$ cat src/rtl/divider_sweep_controller_if.sv
// Request, configuration and status signals of the divider sweep controller.
// The master modport is the requester side, and the slave modport is the controller side.
interface divider_sweep_controller_if #(
  parameter int unsigned DIV_WIDTH   = 10,
  parameter int unsigned DWELL_WIDTH = 16
);
  logic                   start;
  logic                   stop;
  logic [DIV_WIDTH-1:0]   cfg_min_half;
  logic [DIV_WIDTH-1:0]   cfg_max_half;
  logic [DIV_WIDTH-1:0]   cfg_step;
  logic [DWELL_WIDTH-1:0] cfg_dwell;
  logic [1:0]             cfg_mode;
  logic                   clock_out;
  logic                   period_tick;
  logic [DIV_WIDTH-1:0]   half_cur;
  logic                   busy;
  logic                   sweep_done;
  logic                   cfg_error;

  modport master (
    output start, stop, cfg_min_half, cfg_max_half, cfg_step, cfg_dwell, cfg_mode,
    input  clock_out, period_tick, half_cur, busy, sweep_done, cfg_error
  );

  modport slave (
    input  start, stop, cfg_min_half, cfg_max_half, cfg_step, cfg_dwell, cfg_mode,
    output clock_out, period_tick, half_cur, busy, sweep_done, cfg_error
  );
endinterface

$ cat src/rtl/divider_sweep_controller.sv
// 50%-duty programmable clock divider that sweeps its half-divisor between min and max.
// Divisor changes and stops are applied only at output period boundaries.
module divider_sweep_controller #(
  parameter int unsigned DIV_WIDTH   = 10,
  parameter int unsigned DWELL_WIDTH = 16
) (
  input  logic                      clock_in,
  input  logic                      reset,
  divider_sweep_controller_if.slave bus
);
  localparam logic [1:0] IDLE     = 2'd0;
  localparam logic [1:0] RUN      = 2'd1;
  localparam logic [1:0] STOPPING = 2'd2;

  localparam int unsigned CW = DIV_WIDTH + 1;
  localparam logic [CW-1:0]          CW_ONE = 1;
  localparam logic [DWELL_WIDTH-1:0] DW_ONE = 1;

  logic [1:0]             state_q, state_d;
  logic [CW-1:0]          counter_q, counter_d;
  logic [DIV_WIDTH-1:0]   half_q, half_d;
  logic [DWELL_WIDTH-1:0] dwell_cnt_q, dwell_cnt_d;
  logic                   dir_down_q, dir_down_d;
  logic                   clk_out_q, clk_out_d;
  logic                   sweep_done_q, sweep_done_d;
  logic                   cfg_error_q, cfg_error_d;
  logic [DIV_WIDTH-1:0]   min_q, min_d;
  logic [DIV_WIDTH-1:0]   max_q, max_d;
  logic [DIV_WIDTH-1:0]   step_q, step_d;
  logic [DWELL_WIDTH-1:0] dwell_q, dwell_d;
  logic [1:0]             mode_q, mode_d;

  logic [CW-1:0]          half_ext, min_ext, max_ext, step_ext;
  logic [CW-1:0]          period_m1, counter_n, up_nxt, dn_nxt;
  logic [DWELL_WIDTH-1:0] dwell_last;
  logic                   active, wrap, cfg_valid, dn_underflow;
  logic [DIV_WIDTH-1:0]   adv_half;
  logic                   adv_dir_down, adv_finish;

  assign half_ext     = {1'b0, half_q};
  assign min_ext      = {1'b0, min_q};
  assign max_ext      = {1'b0, max_q};
  assign step_ext     = {1'b0, step_q};
  assign period_m1    = (half_ext << 1) - CW_ONE;
  assign active       = (state_q != IDLE);
  assign wrap         = active && (counter_q == period_m1);
  assign counter_n    = wrap ? '0 : counter_q + CW_ONE;
  assign up_nxt       = half_ext + step_ext;
  assign dn_nxt       = half_ext - step_ext;
  assign dn_underflow = (half_ext < step_ext);
  assign dwell_last   = (dwell_q == '0) ? '0 : dwell_q - DW_ONE;
  assign cfg_valid    = (bus.cfg_min_half != '0) && (bus.cfg_step != '0) &&
                        (bus.cfg_min_half <= bus.cfg_max_half);

  // Next half-divisor once the dwell expires; a bounce that cannot move keeps the current value.
  always_comb begin
    adv_half     = half_q;
    adv_dir_down = dir_down_q;
    adv_finish   = 1'b0;
    if (!dir_down_q) begin
      if (up_nxt > max_ext) begin
        case (mode_q)
          2'd1: adv_half = min_q;
          2'd2: begin
            adv_dir_down = 1'b1;
            if (!dn_underflow && (dn_nxt >= min_ext)) adv_half = dn_nxt[DIV_WIDTH-1:0];
          end
          default: adv_finish = 1'b1;
        endcase
      end else begin
        adv_half = up_nxt[DIV_WIDTH-1:0];
      end
    end else begin
      if (dn_underflow || (dn_nxt < min_ext)) begin
        adv_dir_down = 1'b0;
        if (up_nxt <= max_ext) adv_half = up_nxt[DIV_WIDTH-1:0];
      end else begin
        adv_half = dn_nxt[DIV_WIDTH-1:0];
      end
    end
  end

  always_comb begin
    state_d      = state_q;
    counter_d    = counter_q;
    half_d       = half_q;
    dwell_cnt_d  = dwell_cnt_q;
    dir_down_d   = dir_down_q;
    clk_out_d    = clk_out_q;
    sweep_done_d = 1'b0;
    cfg_error_d  = 1'b0;
    min_d        = min_q;
    max_d        = max_q;
    step_d       = step_q;
    dwell_d      = dwell_q;
    mode_d       = mode_q;

    if (state_q == IDLE) begin
      if (bus.start) begin
        if (cfg_valid) begin
          min_d       = bus.cfg_min_half;
          max_d       = bus.cfg_max_half;
          step_d      = bus.cfg_step;
          dwell_d     = bus.cfg_dwell;
          mode_d      = bus.cfg_mode;
          half_d      = bus.cfg_min_half;
          counter_d   = '0;
          dwell_cnt_d = '0;
          dir_down_d  = 1'b0;
          clk_out_d   = 1'b1;
          state_d     = RUN;
        end else begin
          cfg_error_d = 1'b1;
        end
      end
    end else begin
      counter_d = counter_n;
      clk_out_d = (counter_n < half_ext);
      if (wrap) begin
        // A pending stop, a stop on this edge and a one-shot finish all share one exit.
        if ((state_q == STOPPING) || bus.stop ||
            ((dwell_cnt_q == dwell_last) && adv_finish)) begin
          state_d      = IDLE;
          counter_d    = '0;
          dwell_cnt_d  = '0;
          clk_out_d    = 1'b0;
          sweep_done_d = 1'b1;
        end else if (dwell_cnt_q == dwell_last) begin
          dwell_cnt_d = '0;
          half_d      = adv_half;
          dir_down_d  = adv_dir_down;
        end else begin
          dwell_cnt_d = dwell_cnt_q + DW_ONE;
        end
      end else if (bus.stop && (state_q == RUN)) begin
        state_d = STOPPING;
      end
    end
  end

  always_ff @(posedge clock_in or posedge reset) begin
    if (reset) begin
      state_q      <= IDLE;
      counter_q    <= '0;
      half_q       <= '0;
      dwell_cnt_q  <= '0;
      dir_down_q   <= 1'b0;
      clk_out_q    <= 1'b0;
      sweep_done_q <= 1'b0;
      cfg_error_q  <= 1'b0;
      min_q        <= '0;
      max_q        <= '0;
      step_q       <= '0;
      dwell_q      <= '0;
      mode_q       <= '0;
    end else begin
      state_q      <= state_d;
      counter_q    <= counter_d;
      half_q       <= half_d;
      dwell_cnt_q  <= dwell_cnt_d;
      dir_down_q   <= dir_down_d;
      clk_out_q    <= clk_out_d;
      sweep_done_q <= sweep_done_d;
      cfg_error_q  <= cfg_error_d;
      min_q        <= min_d;
      max_q        <= max_d;
      step_q       <= step_d;
      dwell_q      <= dwell_d;
      mode_q       <= mode_d;
    end
  end

  assign bus.clock_out   = clk_out_q;
  assign bus.period_tick = wrap;
  assign bus.half_cur    = half_q;
  assign bus.busy        = active;
  assign bus.sweep_done  = sweep_done_q;
  assign bus.cfg_error   = cfg_error_q;
endmodule

$ cat src/flat_wrapper.sv
// flat-port wrapper written by rule: the top's interface ports become plain ports
module divider_sweep_controller_flat 
#(
  parameter int unsigned DIV_WIDTH   = 10,
  parameter int unsigned DWELL_WIDTH = 16
)
  (clock_in, reset, bus_start, bus_stop, bus_cfg_min_half, bus_cfg_max_half, bus_cfg_step, bus_cfg_dwell, bus_cfg_mode, bus_clock_out, bus_period_tick, bus_half_cur, bus_busy, bus_sweep_done, bus_cfg_error);
  divider_sweep_controller_if #(.DIV_WIDTH(DIV_WIDTH), .DWELL_WIDTH(DWELL_WIDTH)) bus_i ();
  input  logic clock_in;
  input  logic reset;
  input wire logic [$bits(bus_i.start)-1:0] bus_start;
  input wire logic [$bits(bus_i.stop)-1:0] bus_stop;
  input wire logic [$bits(bus_i.cfg_min_half)-1:0] bus_cfg_min_half;
  input wire logic [$bits(bus_i.cfg_max_half)-1:0] bus_cfg_max_half;
  input wire logic [$bits(bus_i.cfg_step)-1:0] bus_cfg_step;
  input wire logic [$bits(bus_i.cfg_dwell)-1:0] bus_cfg_dwell;
  input wire logic [$bits(bus_i.cfg_mode)-1:0] bus_cfg_mode;
  output wire logic [$bits(bus_i.clock_out)-1:0] bus_clock_out;
  output wire logic [$bits(bus_i.period_tick)-1:0] bus_period_tick;
  output wire logic [$bits(bus_i.half_cur)-1:0] bus_half_cur;
  output wire logic [$bits(bus_i.busy)-1:0] bus_busy;
  output wire logic [$bits(bus_i.sweep_done)-1:0] bus_sweep_done;
  output wire logic [$bits(bus_i.cfg_error)-1:0] bus_cfg_error;
  assign bus_i.start = bus_start;
  assign bus_i.stop = bus_stop;
  assign bus_i.cfg_min_half = bus_cfg_min_half;
  assign bus_i.cfg_max_half = bus_cfg_max_half;
  assign bus_i.cfg_step = bus_cfg_step;
  assign bus_i.cfg_dwell = bus_cfg_dwell;
  assign bus_i.cfg_mode = bus_cfg_mode;
  assign bus_clock_out = bus_i.clock_out;
  assign bus_period_tick = bus_i.period_tick;
  assign bus_half_cur = bus_i.half_cur;
  assign bus_busy = bus_i.busy;
  assign bus_sweep_done = bus_i.sweep_done;
  assign bus_cfg_error = bus_i.cfg_error;
  divider_sweep_controller #(.DIV_WIDTH(DIV_WIDTH), .DWELL_WIDTH(DWELL_WIDTH)) u_core (.clock_in(clock_in), .reset(reset), .bus(bus_i));
endmodule
$ cat config.mk
export PLATFORM = sky130hd
export DESIGN_NAME = divider_sweep_controller_flat
export DESIGN_NICKNAME = d
export VERILOG_FILES = /design/src/rtl/divider_sweep_controller_if.sv /design/src/rtl/divider_sweep_controller.sv /design/src/flat_wrapper.sv
export SDC_FILE = /design/constraint.sdc
export NUM_CORES = 1
export LEC_CHECK = 0
export BUFFER_PORTS_ARGS = -buffer_cell sky130_fd_sc_hd__buf_4
export CORE_UTILIZATION = 26
export CTS_BUF_LIST = sky130_fd_sc_hd__clkbuf_16
export DETAILED_ROUTE_END_ITERATION = 12
export SLEW_MARGIN = 40
export SYNTH_ARGS = -nofsm -noshare
export SYNTH_HDL_FRONTEND = slang
export SYNTH_SLANG_ARGS = --single-unit
$ cat constraint.sdc
create_clock -name clock_in -period 5.2 [get_ports clock_in]
set_input_delay 0.78 -clock clock_in [delete_from_list [all_inputs] [get_ports clock_in]]
set_output_delay 0.78 -clock clock_in [all_outputs]
set_load 0.02 [all_outputs]
==> results.toml <==
[timing]
period_share_pct = 92.4
hold_viol = 0
rsz0062_at_grt = "false"
clock_skew_ns = 0.00894
slew_viol_final = 0
layout_min_cycle_time_ns = 4.81
fin_setup_tns_ns = 0
relSlewSlack_pct = 47.7
clock.fmax_mhz = 208
holdWs_ns = 0.481
setup_violations = 0
tightest_slew_ns = 0.784

[clocking]
cts_made_buffers = 9
post_cts_resized = 0
clk_latency_ns = 0.36
cts.sinks = 91
cts_root_buffer = "clkbuf_16"
path_clk_slew_ns = 0.07
cts_hold_buf = 0
postCtsSetupRepairBufs = 0
clock_path_buffers = 2
htreeDepth = 3
cts_tree = "built"

[worst_setup_path]
crit_required_ns = 5.44
regToRegStartpoint = "u_core.bus.half_cur[2]"
critPathMostFrequentCell = "nand4_1"
path_delay_family = "simple AND/OR/NAND/NOR gates"
critPathMaxStageDelay_ns = 0.67
crit_arrival_ns = 5.04
crit_buf_inv = 0
reg2regPathDepth = 16
worstPathMaxFanout = 11
rr_endpoint = "u_core.bus.clock_out"
crit_slowest_cell = "nor4b_1"
cp-end-kind = "flip-flop"
critPathKind = "reg2reg"
r2r_slack_ns = 0.39
start_kind = "flip-flop"
crit_chain = "ha_1 > a21oi_1 > o21ai_0 > a31oi_1 > or4_1 > nand4_1 > ha_1 > nand4_1 > nor3_1 > o211a_1 > o32ai_2 > nand4_1 > nor4b_1 > nor2b_1 > mux2i_1 > o22ai_1"

[status]
status = "completed"

[synth]
async_flop_share_pct = 100
synthAdderAreaFrac_pct = 11.1
syn-num-nets = 997
yosys.area_share.xor_xnor_pct = 5.43
synth_compound_gate_area_share_pct = 20.9
syn_inst = 879
muxShareOfSynthArea_pct = 6.21
ys.flop_type = "dfrtp_1"
avgSynthCellArea_sq_um = 8.62
syn_area_sq_mm = 0.00758
yosys_warnings = 0
ys_seq_area_share_pct = 30.1
synth_seq_cells = 91
yosys.area.top_type_share_pct = 30.1
ys_top_cells_by_area = "dfrtp_1 30%, ha_1 11%, mux2_2 4.8%"
synth_top_family_by_area = "compound AO/OA/AOI/OAI gates"
synth-edff-count = 0
synth.distinct_cells = 73
synth_area_leader_cell = "dfrtp_1"
synth-simple-area-share_pct = 19.6

[die]
dieArea_sq_mm = 0.0298
core_area_sq_mm = 0.0287
fp.dieW_um = 173
die_y_um = 173
start_util_pct = 26.4
io_pins = 67
fp-row-count = 62

[final_layout]
final_common_cell = "dfrtp_1"
final_cell_mix = "91 x dfrtp_1, 79 x inv_1, 79 x buf_4"
drive_gt1_share_pct = 15.1
final_nets = 1039
fillerInstances = 3066
insertedDiodeCount = 0
areaGrowthSynthToFinish_pct = 15.8

[grt]
grt_pass1_vias = 6520
grt_pass1_wl_um = 35500
antenna_found_initial = 0
track_usage_pct = 15.0
grt_overflow_total = 0
grt_start_max_net_pins = 72

[hold_path]
whs_endpoint = "u_core.min_q[7]"
hold_depth = 1
hp-class = "reg2reg"
min-delay-start = "u_core.min_q[7]"

[power]
leakage_uw = 0.00386
peakVddDrop_mv = 0.524
p_per_area_mw_per_mm2 = 724

[routing]
drt-total-wl_um = 21900
num_vias = 6690
first_pass_iters = 5
drcViolationCount = 0
vias_per_cell = 5.11
wl_per_cell_um = 16.7
ant_nets = 0
drt_iter0_drc = 496

[placed_design]
dpl.hpwl_um = 16900
place_congestion = 0.900
io_buffers = 66

[job]
drv_cap = 0
## metal layers
metal	share of wire (%)	GRT usage, %	vias to the layer above
li1	-	-	3263
met1	48	20.8	3197
met2	45	23.5	204
met3	5.6	2.73	26
met4	2.0	4.50	0
met5	0	0	-
## cell type report
| cell class | instances | area, sq um | area share (%) |
|---|---|---|---|
| inverter | 81 | 307 | 3.50 |
| multi-input combinational | 659 | 4810 | 54.8 |
| timing repair buffer | 79 | 593 | 6.76 |
| tap | 384 | 480 | 5.48 |
| sequential | 91 | 2280 | 26.0 |
| clock buffer | 9 | 225 | 2.57 |
| clock inverter | 6 | 81.3 | 0.927 |
## metrics by stage
| stage | setup slack, ns | utilization (%) | instances | area (sq um) | total power [uW] |
|---|---|---|---|---|---|
| 2_1_floorplan | 1.03 | - | 879 | 7580 | 4430 |
| 3_3_place_gp | 0.616 | 29.5 | 1294 | 8450 | 5530 |
| 3_5_place_dp | 0.512 | 29.5 | 1294 | 8450 | 5550 |
| 4_1_cts | 0.493 | 30.5 | 1309 | 8760 | 6300 |
| 5_1_grt | 0.0692 | 30.6 | 1309 | 8770 | 6900 |
| 6_report | 0.394 | 30.6 | 1309 | 8770 | 6350 |
## Yosys cell counts (3+ instances only)
master     instances
nor4_1            10
o21a_1             8
o21bai_1           4
o31ai_1            6
nand2_1           47
clkbuf_1          38
nand4_1           17
o2bb2ai_1         15
o211ai_1          11
and2_1             5
xnor2_1           31
a21o_1            18
ha_1              64
o41ai_1            3
nor2_1            56
nand2b_1          26
or4_1              6
buf_2              5
a31oi_1            7
and3_1            19
o31a_1             4
nand3b_1           3
nand3_1           24
a21oi_1           38
o21ai_0           58
or3_1              6
nor2b_1           10
mux2_2            32
a211o_1            4
nor3b_1            7
inv_1             80
dfrtp_1           91
a221oi_1           3
nor3_1            22
mux2i_1           11
xor2_1            16
o22ai_1            5
a211oi_1           9
a221o_1            9
o311ai_0           4
## worst max path at each step
stage,startpoint,end,slack (ns),cells past startpoint
detailed placement,u_core.bus.half_cur[0],u_core.bus.half_cur[8],0.51,17
global placement,u_core.bus.half_cur[0],u_core.bus.half_cur[5],0.62,17
finish,u_core.bus.half_cur[2],u_core.bus.clock_out,0.39,16
floorplan,u_core.bus.half_cur[5],u_core.bus.half_cur[2],1.03,18
global route,u_core.bus.half_cur[0],u_core.bus.half_cur[8],0.07,17
CTS,u_core.bus.half_cur[0],u_core.bus.half_cur[8],0.49,17
## cell families after synthesis
kind of cell,Yosys count
AO/OA/AOI/OAI,230
XOR/XNOR,47
adder cells (fa/ha/maj),66
buffers and inverters,129
flip-flops,91
multiplexers,43
AND/OR/NAND/NOR,273
## state kept, by name (all words and copies together) (netlist names)
register	cells
u_core.bus.cfg_error	1
u_core.bus.clock_out	1
u_core.bus.half_cur	10
u_core.bus.sweep_done	1
u_core.counter_q	11
u_core.dir_down_q	1
u_core.dwell_cnt_q	16
u_core.dwell_q	16
u_core.max_q	10
u_core.min_q	10
u_core.mode_q	2
u_core.state_q	2
u_core.step_q	10
## where the power goes
part / leakage [uW] / switching [uW] / internal (uW)
clock: 0.000149 / 302 / 416
sequential: 0.00115 / 368 / 959
combinational: 0.00256 / 2480 / 1830
No activity file was read; power rests on OpenSTA's default activity.
